`src/rtl/fifo_stagger_control_pkg.sv`:
```
// Shared constants for the FIFO stagger loader.
// Lane defaults, burst mode codes and controller state encodings.
package fifo_stagger_control_pkg;

    localparam int DEF_FIFO_WIDTH = 16;
    localparam int DEF_DEPTH      = 16;

    localparam logic MODE_FLAT    = 1'b0;
    localparam logic MODE_STAGGER = 1'b1;

    localparam logic [0:0] ST_IDLE = 1'b0;
    localparam logic [0:0] ST_RUN  = 1'b1;

endpackage

```
`src/rtl/fifo_stagger_control_lane_window.sv`:
```
// Per-lane push window: enabled while the beat index lies in
// [lo, lo+DEPTH), where lo is the lane index in stagger mode, else 0.
module fifo_stagger_control_lane_window #(
    parameter int LANE        = 0,
    parameter int DEPTH       = 16,
    parameter int COUNT_WIDTH = 6
) (
    input  logic                   valid_i,
    input  logic                   mode_i,
    input  logic [COUNT_WIDTH-1:0] count_i,
    output logic                   en_o
);

    localparam logic [COUNT_WIDTH-1:0] LANE_C  = COUNT_WIDTH'(LANE);
    localparam logic [COUNT_WIDTH-1:0] DEPTH_C = COUNT_WIDTH'(DEPTH);

    logic [COUNT_WIDTH-1:0] lo;
    logic [COUNT_WIDTH-1:0] hi;

    assign lo   = mode_i ? LANE_C : '0;
    assign hi   = lo + DEPTH_C;
    assign en_o = valid_i & (count_i >= lo) & (count_i < hi);

endmodule

```
`src/rtl/fifo_stagger_control.sv`:
```
// Sequences one flat or diagonal load burst into the FIFO bank,
// with stall support, weight-write strobe and a completion pulse.
module fifo_stagger_control
    import fifo_stagger_control_pkg::*;
#(
    parameter int FIFO_WIDTH    = DEF_FIFO_WIDTH,
    parameter int DEPTH         = DEF_DEPTH,
    parameter int WEIGHT_CYCLES = FIFO_WIDTH - 1,
    localparam int COUNT_WIDTH  = $clog2(DEPTH + FIFO_WIDTH) + 1
) (
    input  logic                   clk,
    input  logic                   reset,
    input  logic                   active,
    input  logic                   stagger_load,
    input  logic                   hold,
    output logic [FIFO_WIDTH-1:0]  fifo_en,
    output logic                   weight_write,
    output logic                   done,
    output logic                   done_pulse,
    output logic [COUNT_WIDTH-1:0] beat
);

    localparam logic [COUNT_WIDTH-1:0] T_FLAT =
        COUNT_WIDTH'(DEPTH - 1);
    localparam logic [COUNT_WIDTH-1:0] T_STAG =
        COUNT_WIDTH'(DEPTH + FIFO_WIDTH - 2);
    localparam logic [COUNT_WIDTH-1:0] WC =
        COUNT_WIDTH'(WEIGHT_CYCLES);

    logic [0:0]             state_q, state_d;
    logic [COUNT_WIDTH-1:0] count_q, count_d;
    logic                   mode_q, mode_d;
    logic                   pulse_q, pulse_d;

    logic                   valid;
    logic                   at_term;
    logic [COUNT_WIDTH-1:0] term;

    assign term    = (mode_q == MODE_STAGGER) ? T_STAG : T_FLAT;
    assign valid   = (state_q == ST_RUN) & ~hold;
    assign at_term = valid & (count_q == term);

    always_comb begin
        state_d = state_q;
        count_d = count_q;
        mode_d  = mode_q;
        pulse_d = 1'b0;
        case (state_q)
            ST_IDLE: begin
                if (active) begin
                    state_d = ST_RUN;
                    count_d = '0;
                    mode_d  = stagger_load;
                end
            end
            ST_RUN: begin
                // A held beat at the terminal count keeps the burst open.
                if (at_term) begin
                    state_d = ST_IDLE;
                    count_d = '0;
                    pulse_d = 1'b1;
                end else if (valid) begin
                    count_d = count_q + 1'b1;
                end
            end
            default: state_d = ST_IDLE;
        endcase
    end

    always_ff @(posedge clk) begin
        if (reset) begin
            state_q <= ST_IDLE;
            count_q <= '0;
            mode_q  <= MODE_FLAT;
            pulse_q <= 1'b0;
        end else begin
            state_q <= state_d;
            count_q <= count_d;
            mode_q  <= mode_d;
            pulse_q <= pulse_d;
        end
    end

    for (genvar i = 0; i < FIFO_WIDTH; i++) begin : g_lane
        fifo_stagger_control_lane_window #(
            .LANE        (i),
            .DEPTH       (DEPTH),
            .COUNT_WIDTH (COUNT_WIDTH)
        ) u_win (
            .valid_i (valid),
            .mode_i  (mode_q),
            .count_i (count_q),
            .en_o    (fifo_en[i])
        );
    end

    assign weight_write = valid & (count_q < WC);
    assign done         = (state_q == ST_IDLE);
    assign done_pulse   = pulse_q;
    assign beat         = count_q;

endmodule
```
`config.mk`:
```
export PLATFORM = sky130hd
export DESIGN_NAME = fifo_stagger_control
export DESIGN_NICKNAME = d
export VERILOG_FILES = /design/src/rtl/fifo_stagger_control_pkg.sv /design/src/rtl/fifo_stagger_control_lane_window.sv /design/src/rtl/fifo_stagger_control.sv
export SDC_FILE = /design/constraint.sdc
export NUM_CORES = 1
export LEC_CHECK = 0
export BUFFER_PORTS_ARGS = -buffer_cell sky130_fd_sc_hd__buf_2
export CORE_MARGIN = 8
export CORE_UTILIZATION = 52
export CTS_CLUSTER_SIZE = 25
export DETAILED_ROUTE_END_ITERATION = 12
export PLACE_DENSITY = 0.77
export SLEW_MARGIN = 10
export SYNTH_ARGS = -nofsm -noshare
export SYNTH_HDL_FRONTEND = slang
export SYNTH_SLANG_ARGS = --single-unit
```
`constraint.sdc`:
```
create_clock -name clk -period 2.5 [get_ports clk]
set_clock_uncertainty 0.05 [all_clocks]
set_input_delay 0 -clock clk [delete_from_list [all_inputs] [get_ports clk]]
set_output_delay 0 -clock clk [all_outputs]
set_load 0.05 [all_outputs]
```
Word-level counts from Yosys, hierarchy flattened:

Cells that the tools add are included.
W data, S select, Z words.

* flip-flop bits (word level): 9
* bits in latches: 0
* RAM bits: 0
* bits in read-only memories: 0
* output and inout bits: 25
* word-level logic and storage cells: 120
* memories kept: 0

* add/subtract/negate cells: 16
* $mul: 0
* div/mod/pow operators: 0
* magnitude comparators: 33
* equality and inequality tests: 3
* shift operators: 0
* muxes and demuxes: 24
* bitwise gates (word level): 37
* reduce and logical (&&, ||, !) cells: 3

Operator list (count)
* $add A6 B5 Y6 const B: 15
* $ge A6 B6 Y1: 15
* $lt A6 B6 Y1: 15
* $and A1 B1 Y1: 35
* $mux W4: 8
* $mux W6: 3
* $mux W3: 4
* $pmux W6 S2: 1
* $add A6 B1 Y6 const B: 1
* $eq A6 B5 Y1: 1
* $ge A6 B1 Y1 const B: 1
* $lt A6 B4 Y1 const B: 1
* $lt A6 B5 Y1 const B: 1
* $mux W5: 1
* $mux W1: 4
* $mux W2: 2
* $reduce_and A2 Y1: 2
* $ne A3 B1 Y1 const B: 1
* $ne A2 B2 Y1 const B: 1
* $not A1 Y1: 2
* $pmux W1 S2: 1
* $reduce_or A2 Y1: 1

Logic depth before layout (Yosys ltp):

Gate-level depths: netlist of the first run.

* depth in word-level cells: 5
* mapped depth: 9
* gate-level depth less buffers: 6

Modules after synthesis:

A second synthesis of the first run with hierarchy kept.

* cells, all modules: 203
* area, all modules: 1677.9 um^2

Modules (own cells, without submodules)
* fifo_stagger_control: times used 1, cells an instance 51, area each 444.2 um^2, sequential area each 180.2 um^2
* fifo_stagger_control_lane_window at g_lane[7].u_win ...: times used 2, cells an instance 11, area each 96.3 um^2, sequential area each 0.0 um^2
* fifo_stagger_control_lane_window at g_lane[15].u_win: times used 1, cells an instance 15, area each 116.4 um^2, sequential area each 0.0 um^2
* fifo_stagger_control_lane_window at g_lane[14].u_win: times used 1, cells an instance 14, area each 105.1 um^2, sequential area each 0.0 um^2
* fifo_stagger_control_lane_window at g_lane[11].u_win: times used 1, cells an instance 11, area each 98.8 um^2, sequential area each 0.0 um^2
* fifo_stagger_control_lane_window at g_lane[10].u_win: times used 1, cells an instance 10, area each 88.8 um^2, sequential area each 0.0 um^2
* fifo_stagger_control_lane_window at g_lane[13].u_win: times used 1, cells an instance 12, area each 87.6 um^2, sequential area each 0.0 um^2
* fifo_stagger_control_lane_window at g_lane[5].u_win: times used 1, cells an instance 10, area each 85.1 um^2, sequential area each 0.0 um^2
* fifo_stagger_control_lane_window at g_lane[3].u_win: times used 1, cells an instance 10, area each 83.8 um^2, sequential area each 0.0 um^2
* fifo_stagger_control_lane_window at g_lane[6].u_win: times used 1, cells an instance 11, area each 81.3 um^2, sequential area each 0.0 um^2
* fifo_stagger_control_lane_window at g_lane[12].u_win: times used 1, cells an instance 9, area each 72.6 um^2, sequential area each 0.0 um^2
* fifo_stagger_control_lane_window at g_lane[8].u_win: times used 1, cells an instance 7, area each 57.6 um^2, sequential area each 0.0 um^2
* fifo_stagger_control_lane_window at g_lane[1].u_win: times used 1, cells an instance 6, area each 53.8 um^2, sequential area each 0.0 um^2
* fifo_stagger_control_lane_window at g_lane[2].u_win: times used 1, cells an instance 7, area each 50.0 um^2, sequential area each 0.0 um^2
* 2 more rows

Worst setup path before layout of the first run:

No wires, ideal clock.

* path kind: reg2out
* start: register count_q[3] (netlist: beat[3])
* end: output fifo_en[9]
* arrival: 2.260 ns
* data required time: 2.450 ns
* slack: 0.190 ns
* cell stages (with the launch flop): 10
* buffers on the path: 4
* path through: dfxtp_1 -> buf_2 -> inv_1 -> ha_1 -> buf_2 -> nor2b_1 -> clkbuf_1 -> a21oi_1 -> a211oi_1 -> buf_4

* word-level cells in the longest chain between the ends: 3
* elaborated cells between the ends (all ways): 4

RTL lines
* from (decl): RTL line fifo_stagger_control.sv:31 `logic [COUNT_WIDTH-1:0] count_q, count_d;`
* from (signal assigned): RTL line fifo_stagger_control.sv:78 `count_q <= count_d;`
* $ge A6 B6 Y1: RTL line fifo_stagger_control_lane_window.sv:22 `assign en_o = valid_i & (count_i >= lo) & (count_i < hi);`
* $and A1 B1 Y1: RTL line fifo_stagger_control_lane_window.sv:22
* $and A1 B1 Y1 (*): RTL line fifo_stagger_control_lane_window.sv:22
* to (decl): RTL line fifo_stagger_control.sv:16 `output logic [FIFO_WIDTH-1:0] fifo_en,`

Every way passes the cells marked *; elsewhere a longest branch is shown, timed or not.

Final worst setup path of the first run:

* start: register count_q[3] (netlist: beat[3])
* end: output fifo_en[10]

Same word-level chain as after synthesis.

==> results_dict.tcl, run 1 <==
set metrics [dict create \
    max_freq_ghz 0.429 \
    synthArstFlopShare 0 \
    via_per_inst 6.00 \
    layout-drive-gt1-share 0.253 \
    initial_core_util 0.558 \
    crit_path_end_kind "primary output" \
    vias 1158 \
    io_buffers 29 \
    rr_startpoint "beat[0]" \
    synth.ff_latch_count 9 \
    synth.most_common_cell "buf_4" \
    tns_ns 0 \
    power_density_mw_per_mm2 401 \
    final.min_clock_period_ns 2.33 \
    dieArea_mm2 0.00389 \
    critPathRequiredTime_ns 2.45 \
    cp.arrival_ns 2.28 \
    drt-total-wl_um 3130 \
    postRouteAntennaNets 0 \
    synth_area_leaders "dfxtp_1 (16%), buf_4 (11%), ha_1 (10%), a21oi_1 (7.2%), xnor2_1 (4.7%)" \
    ys_seq_area_frac 0.161 \
    numCtsBuffers 3 \
    fin_cells 193 \
    crit_fanout 11 \
    hold_viol 0 \
    min_path_cells 4 \
    gp_congestion 0.905 \
    synthDistinctLibCells 38 \
    setup_violations 0 \
    cts-root-buf "clkbuf_4" \
    grt_max_degree 15 \
    reg2reg_slack_ns 0.37 \
    synth_nets 165 \
    die_h_um 62.4 \
    clk_pin_slew_ns 0.07 \
    diodes 0 \
    r2r_cells 6 \
    first_pass_iters 4 \
    synth_top_area_frac 0.161 \
    min_period_over_period 0.933 \
    crit_family "adder cells" \
    syn_inst 151 \
    p_leak_uw 0.000602 \
    track_usage 0.154 \
    wl_per_cell_um 16.2 \
    drtIter0Drc 39 \
    hp-start "hold" \
    rows 16 \
    critPathKind "flop to primary output" \
    max-slew-margin-rel 0.640 \
    start_kind "flop" \
    maxSlewViolCount 0 \
    ys.flop_type "dfxtp_1" \
    path_cells "inv_1 > ha_1 > nor2b_2 > a21oi_1 > a211oi_1 > buf_2" \
    min_path_type "input port to flop" \
    h-tree-depth 1 \
    die_w_um 62.4 \
    cts_tree "yes" \
    avgSynthCellArea_um2 7.40 \
    yosys_warnings 0 \
    cpPeakStageDelay_ns 0.49 \
    grt_overflow 0 \
    hpwl_um 2320 \
    yosysTopAreaCell "dfxtp_1" \
    worst_pin_slew_ns 0.538 \
    max-cap-violations 0 \
    syn-cell-area_mm2 0.00112 \
    cts_buffer_depth 2 \
    critPathBufInv 2 \
    placedCellCount 185 \
    route.detailed.drc 0 \
    total_power_uw 487 \
    core_mm2 0.00200 \
    rsz0062_at_grt "no" \
    synth_edf_count 0 \
    nets 181 \
    antenna_found_initial 0 \
    clk_latency_ns 0.27 \
    cts_num_sinks 9 \
    crit_slowest_cell "ha_1" \
    min_to "done_pulse" \
    yosys-top-cells-count "buf_4 (17), a21oi_1 (16), nand2_1 (10)" \
    vdd_drop_max_mv 0.315 \
    cts_setup_buffers 0 \
    pin_count 30 \
    holdWs_ns 0.104 \
    grt_pass1_wl_um 5180 \
    syn2layout_area_growth_pct 8.73 \
    outcome "completed" \
    grt_pass1_vias 1118 \
    r2r_end "beat[5]" \
]
[worst max path at each step]
stage	start	end	slack, ns	depth (start not counted)
floorplan	beat[3]	fifo_en[9]	0.19	9
global placement	beat[2]	fifo_en[6]	0.39	6
detailed placement	beat[3]	fifo_en[10]	0.29	6
CTS	beat[2]	fifo_en[6]	0.02	6
global route	beat[3]	fifo_en[9]	0.006	6
finish	beat[3]	fifo_en[10]	0.17	6
[layer usage]
layer / up-vias / wire length (µm) / track usage
met4: 0 / 21 / 0.0427
met5: - / 0 / 0
met2: 44 / 1480 / 0.243
met1: 549 / 1410 / 0.199
met3: 5 / 214 / 0.0412
li1: 560 / - / -
[cell usage in the layout, fill, tap and decap left out, types with 4 or more instances in the layout]
cell type      count
a21oi_1           16
buf_2             29
dfxtp_1            7
dlygate4sd3_1      4
ha_1               9
inv_1              9
nand2_1           10
nand3_1            7
nor2_1             7
nor3_1             8
o21ai_0            9
xnor2_1            6
[flip-flops by register name, indices dropped and copies added, names as in the netlist]
signal and cells:
beat 6, state_q 1, done_pulse 1, mode_q 1
[through the flow]
step	setup slack, ns	util	instance area [µm²]
floorplan	0.190	-	1120
global placement	0.388	0.569	1140
detailed placement	0.293	0.569	1140
CTS	0.0233	0.604	1210
global route	0.00575	0.607	1210
finish	0.167	0.607	1210
[cell type report]
cell class,instances,area (µm²)
inverter,9,33.8
fill,202,787
timing repair buffer,33,185
clock buffer,3,22.5
sequential,9,183
multi-input combinational,111,752
tap,27,33.8
clock inverter,1,5.00
[power breakdown]
part	internal [µW]	switching [µW]
logic	65.2	149
clock network	59.1	55.4
registers	148	9.68
[cells by family (layout without fill, tap and decap cells)]
group                      count (synthesis)  after routing  synth area share
and+or+nand+nor                           50             50             0.252
AOI/OAI and AO/OA                         45             45             0.260
buffers and inverters                     31             46             0.170
adders and majority gates                  9              9             0.101
DFF                                        9              9             0.161
xor gates and xnor gates                   6              6            0.0470
muxes                                      1              1           0.00896
[tightest hold or removal path: cells and delay by family]
family,cells,cell delay (ns)
buffers and inverters,1,0.14
and+or+nand+nor,3,0.24
[timing repair]
item                                    in CTS  in global routing
hold buffers                                 4                  0
gates resized for setup                      1                  3
endpoints found under the setup margin       3                 10
hold endpoints to repair                     8                  0
No activity file was read; power rests on OpenSTA's default activity.
==> run 2, diff against run 1 <==
BUFFER_PORTS_ARGS = -buffer_cell sky130_fd_sc_hd__buf_4   (was -buffer_cell sky130_fd_sc_hd__buf_2)
==> run 2 against run 1 <==
Against the previous run: sequential cell count unchanged; sequential share of layout area down 0.69 points; wire length down 3.4%; setup slack worse by 0.0096 ns; sequential power about the same; global-route usage down 0.45 points; cell area up 4.1%; critical path depth unchanged; largest cell class unchanged; highest routed layer unchanged.
==> results_dict.tcl, run 2 (same netlist as run 1, synthesis figures left out) <==
set metrics [dict create \
    min_path_type "input port to flop" \
    p_comb_frac 0.449 \
    dieArea_mm2 0.00389 \
    die_w_um 62.4 \
    maxSlewViolCount 0 \
    largest_reg_flops 6 \
    diodes 0 \
    rsz0062_at_grt "no" \
    wl_per_cell_um 15.8 \
    max-slew-margin-rel 0.664 \
    numCtsBuffers 3 \
    core_mm2 0.00200 \
    vdd_drop_max_mv 0.312 \
    final.min_clock_period_ns 2.34 \
    fill_cells 193 \
    cts-root-buf "clkbuf_4" \
    placed_area_mm2 0.00121 \
    gp_congestion 0.890 \
    first_pass_iters 5 \
    vias 1143 \
    grt_max_degree 15 \
    crit_slowest_cell "dfxtp_1" \
    outcome "completed" \
    hpwl_um 2350 \
    pwr-share-clk 0.238 \
    max_freq_ghz 0.427 \
    power_switching_uw 216 \
    clk_pin_slew_ns 0.07 \
    power_density_mw_per_mm2 397 \
    cp.arrival_ns 2.29 \
    cts_tree "yes" \
    cts_buffer_depth 2 \
    grt_pass1_vias 1014 \
    io_buffers 29 \
    p_seq_frac 0.314 \
    path_cells "inv_1 > ha_1 > nor2b_2 > nand2_1 > a221oi_1 > buf_4" \
    clk_latency_ns 0.27 \
    critPathKind "flop to primary output" \
    nets 179 \
    setup_violations 0 \
    track_usage 0.149 \
    cts_num_sinks 9 \
    route.detailed.drc 0 \
    die_h_um 62.4 \
    grt_pass1_wl_um 4990 \
    min_period_over_period 0.937 \
    drtIter0Drc 48 \
    power.internal_uw 286 \
    antenna_found_initial 0 \
    final_common_cell "buf_4" \
    grt_overflow 0 \
    crit_path_end_kind "primary output" \
    h-tree-depth 1 \
    pin_count 30 \
    max-cap-violations 0 \
    fin_util 0.632 \
    swShare 0.430 \
    cts_setup_buffers 0 \
    crit_fanout 9 \
    p_leak_uw 0.000598 \
    design_area_mm2 0.00126 \
    rows 16 \
    start_kind "flop" \
    postRouteAntennaNets 0 \
    drt-total-wl_um 3020 \
    cpPeakStageDelay_ns 0.48 \
    worst_pin_slew_ns 0.503 \
    critPathBufInv 2 \
    final_cell_mix "buf_4 (29), a21oi_1 (16), nand2_1 (10)" \
    critPathRequiredTime_ns 2.45 \
    via_per_inst 5.98 \
    syn2layout_area_growth_pct 13.2 \
    tns_ns 0 \
    hold_viol 0 \
    initial_core_util 0.558 \
    layout-drive-gt1-share 0.244 \
    crit_family "flip-flops" \
]
## run 2: power by group through the flow
stage	combinational, µW	clock (µW)	sequential (µW)
4_1_cts	224	121	157
3_3_place_gp	219	0	160
6_report	225	119	157
5_1_grt	242	129	159
2_1_floorplan	175	0	167
3_5_place_dp	220	0	161
## run 2: area by class of cell
cell class                 count  area, µm²  share of cell area
sequential                     9        181               0.143
timing repair buffer          31        238               0.188
clock buffer                   4       26.3              0.0208
tap                           27       33.8              0.0267
multi-input combinational    111        752               0.594
inverter                       9       33.8              0.0267
## run 2: layer usage
layer / wire length, µm / track usage / vias to the layer above
met1: 1320 / 0.194 / 524
li1: - / - / 556
met3: 274 / 0.0448 / 4
met4: 22 / 0.0342 / 0
met2: 1410 / 0.234 / 59
met5: 0 / 0 / -
## run 2: worst register-to-register path, stage by stage, from the launching register on
cell and delay, ns:
dfxtp_1 0.46, inv_1 0.11, ha_1 0.36, and4b_1 0.26, nand3_1 0.12, a21boi_1 0.44
nor3_1 0.10
## run 2: path summary, 6_finish.rpt
kind         slack (ns)          to  cells past startpoint    start
min reg2reg        0.59     beat[3]                      2  beat[3]
min                0.06  done_pulse                      4     hold
max reg2reg        0.47     beat[1]                      6  beat[0]
max                0.16  fifo_en[7]                      6  beat[2]
## run 2: stage by stage
stage                     hold slack, ns  power, µW  instances  setup slack (ns)
after global routing              0.0766        530        191            0.0383
final                             0.0617        502        191             0.157
after global placement             0.189        379        185             0.322
after floorplan                    0.102        342        151             0.190
after CTS                         0.0507        502        191            0.0678
after detailed placement           0.193        381        185             0.261
## run 2: timing repair
item,CTS,global route
setup endpoints to repair,3,8
cloned,0,0
resized for setup,1,2
hold buffers,2,0
hold endpoints to repair,9,0
==> run 3, diff against run 2 <==
clock period = 2.2 ns   (was 2.5 ns; I/O delays follow)
==> run 3 against run 2 <==
Against the previous run: first-iteration DRC count down 8.3%; non-clock buffer count up 4; clock-buffer cell count down 1; combinational power up 22%; sequential share of layout area down 0.45 points; clock power up 10%; sequential power up 10%; setup slack worse by 0.041 ns; largest power group unchanged; highest routed layer unchanged.
==> results_dict.tcl, run 3 (same netlist as run 1, synthesis figures left out) <==
set metrics [dict create \
    h-tree-depth 1 \
    dieArea_mm2 0.00389 \
    postRouteAntennaNets 0 \
    crit_family "adder cells" \
    die_h_um 62.4 \
    final_cell_mix "buf_4 (32), a21oi_1 (15), nand2_1 (10), inv_1 (9), o21ai_0 (8)" \
    cp.arrival_ns 2.03 \
    route.detailed.drc 0 \
    nets 183 \
    p_leak_uw 0.000644 \
    min_path_type "input port to flop" \
    max-slew-margin-rel 0.610 \
    tns_ns 0 \
    pin_count 30 \
    track_usage 0.164 \
    hpwl_um 2520 \
    outcome "completed" \
    grt_pass1_wl_um 5440 \
    max_freq_ghz 0.480 \
    via_per_inst 5.93 \
    crit_fanout 7 \
    fill_cells 183 \
    layout-drive-gt1-share 0.292 \
    numCtsBuffers 3 \
    grt_overflow 0 \
    vias 1156 \
    layout_setup_ws_ns 0.116 \
    clk_pin_slew_ns 0.07 \
    cts_tree "yes" \
    min_period_over_period 0.947 \
    diodes 0 \
    drt-total-wl_um 3310 \
    crit_slowest_cell "ha_2" \
    setup_violations 0 \
    io_buffers 29 \
    rsz0062_at_grt "no" \
    initial_core_util 0.558 \
    final.min_clock_period_ns 2.08 \
    drtIter0Drc 44 \
    critPathBufInv 2 \
    power_density_mw_per_mm2 429 \
    start_kind "flop" \
    hold_viol 0 \
    grt_pass1_vias 1071 \
    total_power_uw 579 \
    gp_congestion 0.922 \
    wl_per_cell_um 17.0 \
    seq_area_um2 188 \
    rows 16 \
    critPathRequiredTime_ns 2.15 \
    cpPeakStageDelay_ns 0.39 \
    largest_reg_flops 6 \
    pre_cts_ws_ns 0.167 \
    path_cells "inv_1 > ha_2 > nor2b_4 > nand2_1 > a221oi_1 > buf_4" \
    core_mm2 0.00200 \
    syn2layout_area_growth_pct 20.9 \
    cts-root-buf "clkbuf_4" \
    clk_latency_ns 0.27 \
    maxSlewViolCount 0 \
    final_common_cell "buf_4" \
    first_pass_iters 4 \
    cts_num_sinks 9 \
    multi_input_area_um2 798 \
    max-cap-violations 0 \
    crit_path_end_kind "primary output" \
    vdd_drop_max_mv 0.415 \
    die_w_um 62.4 \
    critPathKind "flop to primary output" \
    antenna_found_initial 0 \
    worst_pin_slew_ns 0.584 \
    grt_max_degree 15 \
    cts_buffer_depth 2 \
]
[run 3: worst min-delay path, stage by stage]
cell	delay, ns
buf_4	0.11
nor3b_4	0.06
nand3_1	0.11
nor2_1	0.05
[run 3: metal layers]
metal  up-vias  part of all wire  global-route usage
met5         -                 0                   0
met4         0             0.010              0.0285
met3         6             0.089              0.0591
met2        51              0.48               0.261
met1       539              0.42               0.207
li1        560                 -                   -
[run 3: stage by stage]
stage / std cells / hold slack (ns) / util / cell area, µm²
6_report: 195 / 0.0628 / 0.675 / 1350
5_1_grt: 195 / 0.0706 / 0.675 / 1350
4_1_cts: 195 / 0.0551 / 0.659 / 1320
3_5_place_dp: 188 / 0.205 / 0.620 / 1240
3_3_place_gp: 188 / 0.192 / 0.620 / 1240
2_1_floorplan: 151 / 0.102 / - / 1120
[run 3: power by group]
group / switching (µW) / leakage [µW] / internal (µW) / total [µW]
sequential: 6.52 / 0.0000747 / 167 / 173
clock: 63.8 / 0.0000177 / 67.3 / 131
combinational: 179 / 0.000551 / 95.8 / 275
total: 250 / 0.000644 / 330 / 579
[run 3: final timing paths]
check / startpoint / end / slack (ns) / cells after the start
setup reg to reg: beat[0] / beat[2] / 0.32 / 6
hold / removal: hold / done_pulse / 0.06 / 4
hold reg to reg: beat[2] / beat[2] / 0.58 / 3
setup / recovery: beat[2] / fifo_en[5] / 0.12 / 6
[run 3: timing repair]
| action | in CTS | in global routing |
|---|---|---|
| setup buffers | 0 | 0 |
| endpoints found under the hold margin | 9 | 0 |
| hold buffers | 3 | 0 |
| cloned | 0 | 0 |
| gates resized for setup | 4 | 9 |
| endpoints found under the setup margin | 8 | 10 |
[run 3: area by class of cell]
cell class,instances,area share
inverters,9,0.0250
flip-flops and latches,9,0.139
repair buffers,35,0.200
clock buffers,3,0.0167
well taps,27,0.0250
multi-input cells,111,0.591
clock inverters,1,0.00370
